$ cat config.mk
export PLATFORM = sky130hd
export DESIGN_NAME = cpu_ifetch_prefetch
export DESIGN_NICKNAME = d
export VERILOG_FILES = /design/src/rtl/cpu_ifetch_prefetch.sv
export SDC_FILE = /design/constraint.sdc
export NUM_CORES = 1
export LEC_CHECK = 0
export ABC_AREA = 1
export CORE_UTILIZATION = 61
export DETAILED_ROUTE_END_ITERATION = 7
export PLACE_DENSITY = 0.83
export REMOVE_ABC_BUFFERS = 1
export SLEW_MARGIN = 40
export SYNTH_ARGS = -nofsm -noshare
export SYNTH_HDL_FRONTEND = slang
export SYNTH_SLANG_ARGS = --single-unit
$ cat constraint.sdc
create_clock -name i_clk -period 12.3 [get_ports i_clk]
set_input_delay 3.075 -clock i_clk [delete_from_list [all_inputs] [get_ports i_clk]]
set_output_delay 3.075 -clock i_clk [all_outputs]
set_load 0.02 [all_outputs]
$ cat src/rtl/cpu_ifetch_prefetch.sv
// Instruction prefetch unit: keeps icache reads in flight and queues returns.
// Ports: i_clk/i_reset, redirect (i_pc_load/i_ext_pc), decode handshake
// (o_valid/i_ready/o_pc/o_instruction), icache request/response, o_busy.
package rapid_pkg;
  localparam logic [31:0] RESET_VECTOR     = 32'h0000_0000;
  localparam logic [31:0] NOOP_INSTRUCTION = 32'h0000_0013;
endpackage

module cpu_ifetch_prefetch
  import rapid_pkg::*;
#(
  parameter int XLEN            = 32,
  parameter int FIFO_DEPTH      = 4,
  parameter int MAX_OUTSTANDING = 2,
  parameter logic [XLEN-1:0] RESET_PC = XLEN'(RESET_VECTOR)
) (
  input  logic            i_clk,
  input  logic            i_reset,
  input  logic            i_pc_load,
  input  logic [XLEN-1:0] i_ext_pc,
  output logic            o_valid,
  input  logic            i_ready,
  output logic [XLEN-1:0] o_pc,
  output logic [XLEN-1:0] o_instruction,
  output logic            o_req_valid,
  input  logic            i_req_ready,
  output logic [XLEN-1:0] o_req_addr,
  input  logic            i_rsp_valid,
  input  logic [XLEN-1:0] i_rsp_data,
  output logic            o_busy
);

  localparam int AW = $clog2(FIFO_DEPTH);
  localparam int CW = AW + 1;
  localparam int OW = $clog2(MAX_OUTSTANDING + 1);
  localparam int PW =
    (MAX_OUTSTANDING > 1) ? $clog2(MAX_OUTSTANDING) : 1;
  localparam int SW = CW + OW + 1;
  localparam logic [XLEN-1:0] NOOP = XLEN'(NOOP_INSTRUCTION);

  logic [XLEN-1:0] fetch_pc;
  logic [OW-1:0]   inflight;
  logic [OW-1:0]   inflight_nx;
  logic [OW-1:0]   drop_cnt;
  logic [OW-1:0]   live;
  logic [SW-1:0]   occ;

  logic [XLEN-1:0] pcq [MAX_OUTSTANDING];
  logic [PW-1:0]   pcq_wr;
  logic [PW-1:0]   pcq_rd;

  logic [XLEN-1:0] fq_pc  [FIFO_DEPTH];
  logic [XLEN-1:0] fq_ins [FIFO_DEPTH];
  logic [AW-1:0]   fq_wr;
  logic [AW-1:0]   fq_rd;
  logic [CW-1:0]   fq_cnt;

  logic req_fire;
  logic rsp_fire;
  logic out_fire;
  logic push;
  logic pop;
  logic unused_ext_lo;

  assign unused_ext_lo = ^i_ext_pc[1:0];

  function automatic logic [PW-1:0] pcq_inc(
    input logic [PW-1:0] p
  );
    if (p == PW'(MAX_OUTSTANDING - 1))
      return '0;
    return p + PW'(1);
  endfunction

  assign live = inflight - drop_cnt;
  assign occ  = SW'(live) + SW'(fq_cnt);

  // Credits come from registered state only, so a raised
  // request stays stable until it fires or a redirect hits.
  assign o_req_valid = !i_reset
    && (inflight < OW'(MAX_OUTSTANDING))
    && (occ < SW'(FIFO_DEPTH));
  assign o_req_addr  = fetch_pc;

  assign o_valid       = (fq_cnt != '0);
  assign o_pc          = o_valid ? fq_pc[fq_rd]  : '0;
  assign o_instruction = o_valid ? fq_ins[fq_rd] : NOOP;
  assign o_busy        = (inflight != '0) || o_valid;

  assign req_fire = o_req_valid && i_req_ready;
  assign rsp_fire = i_rsp_valid && (inflight != '0);
  assign out_fire = o_valid && i_ready;

  // Responses owed to a pre-redirect request are dropped
  // while drop_cnt is non-zero; they arrive first (in order).
  assign push = rsp_fire && (drop_cnt == '0) && !i_pc_load;
  assign pop  = out_fire && !i_pc_load;

  always_comb begin
    inflight_nx = inflight;
    unique case ({req_fire, rsp_fire})
      2'b10:   inflight_nx = inflight + OW'(1);
      2'b01:   inflight_nx = inflight - OW'(1);
      default: inflight_nx = inflight;
    endcase
  end

  always_ff @(posedge i_clk or posedge i_reset) begin
    if (i_reset) begin
      fetch_pc <= RESET_PC;
      inflight <= '0;
      drop_cnt <= '0;
      pcq_wr   <= '0;
      pcq_rd   <= '0;
      fq_wr    <= '0;
      fq_rd    <= '0;
      fq_cnt   <= '0;
    end else begin
      inflight <= inflight_nx;
      if (req_fire)
        pcq_wr <= pcq_inc(pcq_wr);
      if (rsp_fire)
        pcq_rd <= pcq_inc(pcq_rd);
      if (i_pc_load) begin
        // Everything still outstanding is now stale.
        fetch_pc <= {i_ext_pc[XLEN-1:2], 2'b00};
        drop_cnt <= inflight_nx;
        fq_wr    <= '0;
        fq_rd    <= '0;
        fq_cnt   <= '0;
      end else begin
        if (req_fire)
          fetch_pc <= fetch_pc + XLEN'(4);
        if (rsp_fire && (drop_cnt != '0))
          drop_cnt <= drop_cnt - OW'(1);
        if (push)
          fq_wr <= fq_wr + AW'(1);
        if (pop)
          fq_rd <= fq_rd + AW'(1);
        fq_cnt <= fq_cnt + CW'(push) - CW'(pop);
      end
    end
  end

  always_ff @(posedge i_clk) begin
    if (req_fire)
      pcq[pcq_wr] <= fetch_pc;
    if (push) begin
      fq_pc[fq_wr]  <= pcq[pcq_rd];
      fq_ins[fq_wr] <= i_rsp_data;
    end
  end

endmodule

# --- Word level (Yosys, flattened, before mapping) ---
# Memory sizes are Yosys's and may differ from the RTL's.
# Index checks and enable logic that the tools add are counted.
op_classes:
  add_sub_neg: 12
  n_lt_le_gt_ge: 2
  eq_ne: 2
  n_mux: 24
  n_reduce_logical: 20
ops:
  columns: ["op", "n"]
  rows:
  - ["$mux W32", 4]
  - ["$add A32 B3 Y32 const B", 1]
  - ["$mux W1", 12]
  - ["$mux W2", 6]
  - ["$reduce_bool A2 Y1", 6]
  - ["$logic_and A1 B1 Y1", 9]
  - ["$add A2 B1 Y2 const B", 3]
  - ["$add A2 B3 Y4", 1]
  - ["$lt A4 B3 Y1 const B", 1]
  - ["$pmux W2 S2", 1]
  - ["$sub A2 B1 Y2 const B", 2]
  - ["$add A3 B1 Y3", 1]
  - ["$mux W3", 1]
  - ["$reduce_bool A3 Y1", 1]
  - ["$sub A3 B1 Y3", 1]
  - ["$add A1 B1 Y1 const B", 2]
  - ["$eq A2 B1 Y1 const B", 1]
  - ["$eq A2 B2 Y1 const B", 1]
  - ["$logic_not A1 Y1", 2]
  - ["$logic_not A2 Y1", 1]
  - ["$lt A2 B2 Y1 const B", 1]
  - ["$sub A2 B2 Y2", 1]
  - ["$logic_or A1 B1 Y1", 1]
totals:
  regBits: 45
  ramBits: 320
  input_bits: 70
  out_inout_bits: 99
  wordCells: 71
  memories: 3
mem_list:
  columns: ["memory", "depth", "width", "read_ports", "rd_clocked_by_memory_dff", "wr", "line_no", "source"]
  rows:
  - ["fq_ins", 4, 32, 1, 0, 1, "53", "logic [XLEN-1:0] fq_ins [FIFO_DEPTH];"]
  - ["fq_pc", 4, 32, 1, 0, 1, "52", "logic [XLEN-1:0] fq_pc [FIFO_DEPTH];"]
  - ["pcq", 2, 32, 1, 0, 1, "48", "logic [XLEN-1:0] pcq [MAX_OUTSTANDING];"]

# --- Depth between registers and ports, before layout ---
depth:
  depth_word: 8
  ltp_mapped: 15
  ltp_nobuf: 14

# --- Least setup slack after synthesis ---
# No wires, ideal clock.
synth_path:
  kind: "input-to-output"
  startpoint: "in i_reset"
  endpoint: "out o_req_valid"
  arrival_ps: 3541
  required_time_ps: 9225
  slack_ps: 5684
  stages: 2
  path_buffers: 0
  path_cell_list: "nor2_1 -> and3_1"
synth_between:
  elab_chain_cells: 3
synth_lines:
  columns: ["item", "line_no", "source"]
  rows:
  - ["start, declared", "18", "input logic i_reset,"]
  - ["$logic_not A1 Y1 (no line)", null, null]
  - ["$logic_and A1 B1 Y1", "81", "&& (inflight < OW'(MAX_OUTSTANDING))"]
  - ["$logic_and A1 B1 Y1", "82", "&& (occ < SW'(FIFO_DEPTH));"]
  - ["end, declared", "25", "output logic o_req_valid,"]
# No other way between the ends.

# --- Worst setup path after layout ---
# Same ends and word-level chain as after synthesis.

==> out/summary.txt <==
=================================================================================
Run status                                                           finished, final reports clean
Areal power density over the cells                                     205 nW/µm²
Slew of the pin with the lowest slew margin                                826 ps
Post-route minimum period                                                 7550 ps
Endpoint of the most critical setup path                              o_req_valid
Worst setup path startpoint                                               i_reset
Worst Clk Skew                                                            18.7 ps
Via total after detailed routing                                            10300
Category of the most critical setup path                             primary input to primary output
Netlist area before placement                                           14800 µm²
Post-Syn Instances                                                           1348
GRT Util Overall                                                            27.2%
Post-CTS setup repair buffer count                                              0
Crit Path Max Fanout                                                            2
Worst reg2reg path startpoint                                        inflight[0]$_DFF_PP0_
Proportion of netlist area held by the largest area contributor             62.5%
Count of fill cells added during filler insertion                            1485
Terminus of the critical flop-to-flop path                           drop_cnt[1]$_DFFE_PP0P_
Initial DRC Count                                                             851
Ratio of routed vias to standard cells                                       5.60
Master cell of the clock root buffer                                 sky130_fd_sc_hd__clkbuf_16
Total of buffers placed on input and output ports                             162
Number of flops mapped to enable cells by yosys                               308
Half-perimeter wire length of the detailed placement result              18100 µm
Core area                                                               23600 µm²
First-pass GRT wire length                                               51500 µm
Capturing element type of the critical path                          primary output
Final estimated routing congestion in global placement                      0.883
CP startpoint kind                                                   primary input
Register-to-register setup slack                                          8980 ps
Classification of the worst-slack hold path                          flip-flop to flip-flop
Die outline height                                                         158 µm
Diodes inserted                                                                 0
Max Cap Violations                                                              0
Share of the yosys chip area belonging to registers                         69.7%
Required time of the critical path                                        9220 ps
Length in cells of the worst reg-to-reg path                                   14
Largest net degree at the start of global routing                              96
Number of sinks driven by the clock tree                                      351
Clk Latency, worst-skew pair                                               520 ps
Vias in the first global route                                              10400
Met2 routing resource usage after global routing                            46.8%
Number of nets in the layout                                                 1579
Maximum ir drop on the vdd rail                                          0.122 mV
Detailed-route DRC error count                                                  0
TritonCTS clock tree                                                         done
Total of warnings raised by yosys                                               0
Detailed-router iteration count before antenna repair                           6
Core Rows                                                                      56
Number of gates given a new drive strength after cts                            0
RSZ-0062 raised after global routing                                        false
Area of all sequential standard cells                                   10300 µm²
# IOs                                                                         169
Dominant register cell in the synthesized netlist                    sky130_fd_sc_hd__edfxtp_1
Final Max Tran Viols                                                            0
Number of flip-flops and latches in the synthesized netlist                   351
Share of the cycle needed by the critical path after routing                61.4%
Endpoint arrival time on the critical path                                4480 ps
Largest buffer count on any clock path                                          3
Count of different cell masters after synthesis                                34
Post-synthesis async set-or-reset flop share                                12.3%
Initial Util                                                                62.7%
Average footprint of a synthesized cell                                  11.0 µm²
Area of the multi-input gates                                            3970 µm²
Static power due to leakage                                               6.56 nW
Cts-stage hold buffer count                                                     0
X dimension of the die                                                     158 µm
Setup violations, final                                                         0
Area growth from synthesis to layout                                        20.4%
Final ANT Viol Nets                                                             0
Die area                                                                24900 µm²
Number of buffers created by CTS                                               35
Number of levels the H-tree was split into                                      2
Grt met3 use                                                                5.01%
Final-layout setup total negative slack                                      0 ps
Overflow left after global routing                                              0
Fmax                                                                      132 MHz
Clock slew seen by the registers of the worst setup and hold paths          60 ps
Detailed-route wire length                                               33000 µm
Slew margin rel.                                                            44.9%
Top cells by area, synth                                             sky130_fd_sc_hd__edfxtp_1, sky130_fd_sc_hd__nor2_1, sky130_fd_sc_hd__dfrtp_1
Wire length per cell after detailed routing                               17.9 µm
Met1 track demand over resource in global routing                           34.7%
Total cell area at the placement stage                                  16700 µm²
Routing layer with the top usage in global route                             met2
Antenna violations before repair                                                0
Summed area of non-filler cells in the final layout                     17800 µm²
Share of post-route cells with drive strength above 1                       5.78%
Fin. Hold Viols                                                                 0
Post-synthesis cell type with the largest combined area              sky130_fd_sc_hd__edfxtp_1
=================================================================================
-- cell families after synthesis --
| kind of cell | count (synthesis) | synth area share [%] |
|---|---|---|
| other | 1 | 0.0253 |
| flip-flops | 351 | 69.7 |
| XOR/XNOR | 14 | 0.828 |
| AO/OA/AOI/OAI | 208 | 7.28 |
| adder cells (fa/ha/maj) | 12 | 1.06 |
| buffers and inverters | 129 | 3.75 |
| AND/OR/NAND/NOR | 633 | 17.3 |
-- where the power goes --
| part | switching [W] | total [W] | internal, W |
|---|---|---|---|
| Combinational | 0.000672 | 0.00106 | 0.000389 |
| Clock | 0.000422 | 0.00105 | 0.000627 |
| Sequential | 0.0000960 | 0.00154 | 0.00144 |
-- flip-flops by register name, indices dropped and copies added (netlist names) --
| register | cells |
|---|---|
| drop_cnt | 2 |
| fq_cnt | 3 |
| fq_ins | 128 |
| pcq | 60 |
| fq_pc | 120 |
| o_req_addr | 30 |
| inflight | 2 |
| fq_rd | 2 |
| pcq_rd | 1 |
| fq_wr | 2 |
| pcq_wr | 1 |
-- layout by cell type, fill, tap and decap left out, drive strengths merged --
| cell type | count |
|---|---|
| nand3 | 79 |
| xnor2 | 7 |
| nor3 | 1 |
| and2 | 3 |
| a21oi | 65 |
| o21a | 1 |
| nand2 | 240 |
| nand4 | 1 |
| buf | 15 |
| fa | 1 |
| inv | 60 |
| dfrtp | 43 |
| nor2 | 307 |
| o21ai | 130 |
| o21bai | 7 |
| clkinv | 11 |
| o311ai | 3 |
| conb | 4 |
| edfxtp | 308 |
| or2 | 1 |
| and3 | 1 |
| ha | 11 |
| o211ai | 2 |
| clkbuf | 50 |
| xor2 | 7 |
| clkdlybuf4s50 | 162 |
| bufinv | 3 |
-- final cells by class --
class	count	share of cell area [%]
timing repair buffer	177	9.90
tap	319	2.24
clock inverter	13	0.779
clock buffer	50	5.58
sequential	351	57.9
multi-input combinational	871	22.3
inverter	61	1.29
-- cell usage after synthesis, types with 2 or more instances --
cell type,instances
sky130_fd_sc_hd__edfxtp_1,308
sky130_fd_sc_hd__nor2_1,299
sky130_fd_sc_hd__xnor2_1,7
sky130_fd_sc_hd__nor2_2,5
sky130_fd_sc_hd__nor2_4,2
sky130_fd_sc_hd__a21oi_1,65
sky130_fd_sc_hd__clkbuf_1,33
sky130_fd_sc_hd__inv_2,2
sky130_fd_sc_hd__ha_1,11
sky130_fd_sc_hd__nand2_2,2
sky130_fd_sc_hd__buf_4,6
sky130_fd_sc_hd__xor2_1,7
sky130_fd_sc_hd__and2_1,3
sky130_fd_sc_hd__nand3_1,79
sky130_fd_sc_hd__o21ai_0,130
sky130_fd_sc_hd__o211ai_1,2
sky130_fd_sc_hd__buf_1,6
sky130_fd_sc_hd__o21bai_1,7
sky130_fd_sc_hd__dfrtp_1,43
sky130_fd_sc_hd__inv_1,58
sky130_fd_sc_hd__o311ai_0,2
sky130_fd_sc_hd__buf_2,20
sky130_fd_sc_hd__buf_6,3
sky130_fd_sc_hd__nand2_1,238
-- worst max-delay path: stages --
cell and delay (ps):
sky130_fd_sc_hd__clkdlybuf4s50_1 420, sky130_fd_sc_hd__nor2_1 200, sky130_fd_sc_hd__and3_1 190, sky130_fd_sc_hd__clkdlybuf4s50_1 590
-- stage by stage --
stage          worst slack, ps  utilization (%)  hold WS (ps)  instances  power [W]
3_3_place_gp              4770             70.6           544       1778    0.00256
3_5_place_dp              4750             70.6           565       1778    0.00260
4_1_cts                   4740             75.4           576       1841    0.00365
2_1_floorplan             4670                -           515       1283    0.00212
5_1_grt                   4680             75.5           610       1842    0.00382
6_report                  4750             75.5           575       1842    0.00365
-- worst min path at each step --
stage	start	depth (start not counted)	slack, ps	endpoint
floorplan	inflight[0]$_DFF_PP0_	1	510	inflight[0]$_DFF_PP0_
global placement	inflight[0]$_DFF_PP0_	1	540	inflight[0]$_DFF_PP0_
detailed placement	pcq[0][17]$_DFFE_PP_	2	560	fq_pc[3][17]$_DFFE_PP_
CTS	inflight[0]$_DFF_PP0_	1	580	inflight[0]$_DFF_PP0_
global route	inflight[0]$_DFF_PP0_	1	610	inflight[0]$_DFF_PP0_
finish	inflight[0]$_DFF_PP0_	1	570	inflight[0]$_DFF_PP0_
-- layer usage --
metal | vias up | routed length, µm
met2 | 425 | 16200
li1 | 4890 | -
met1 | 4929 | 13500
met3 | 71 | 2530
met4 | 0 | 792
met5 | - | 0
Power figures use the tool's default switching activity.
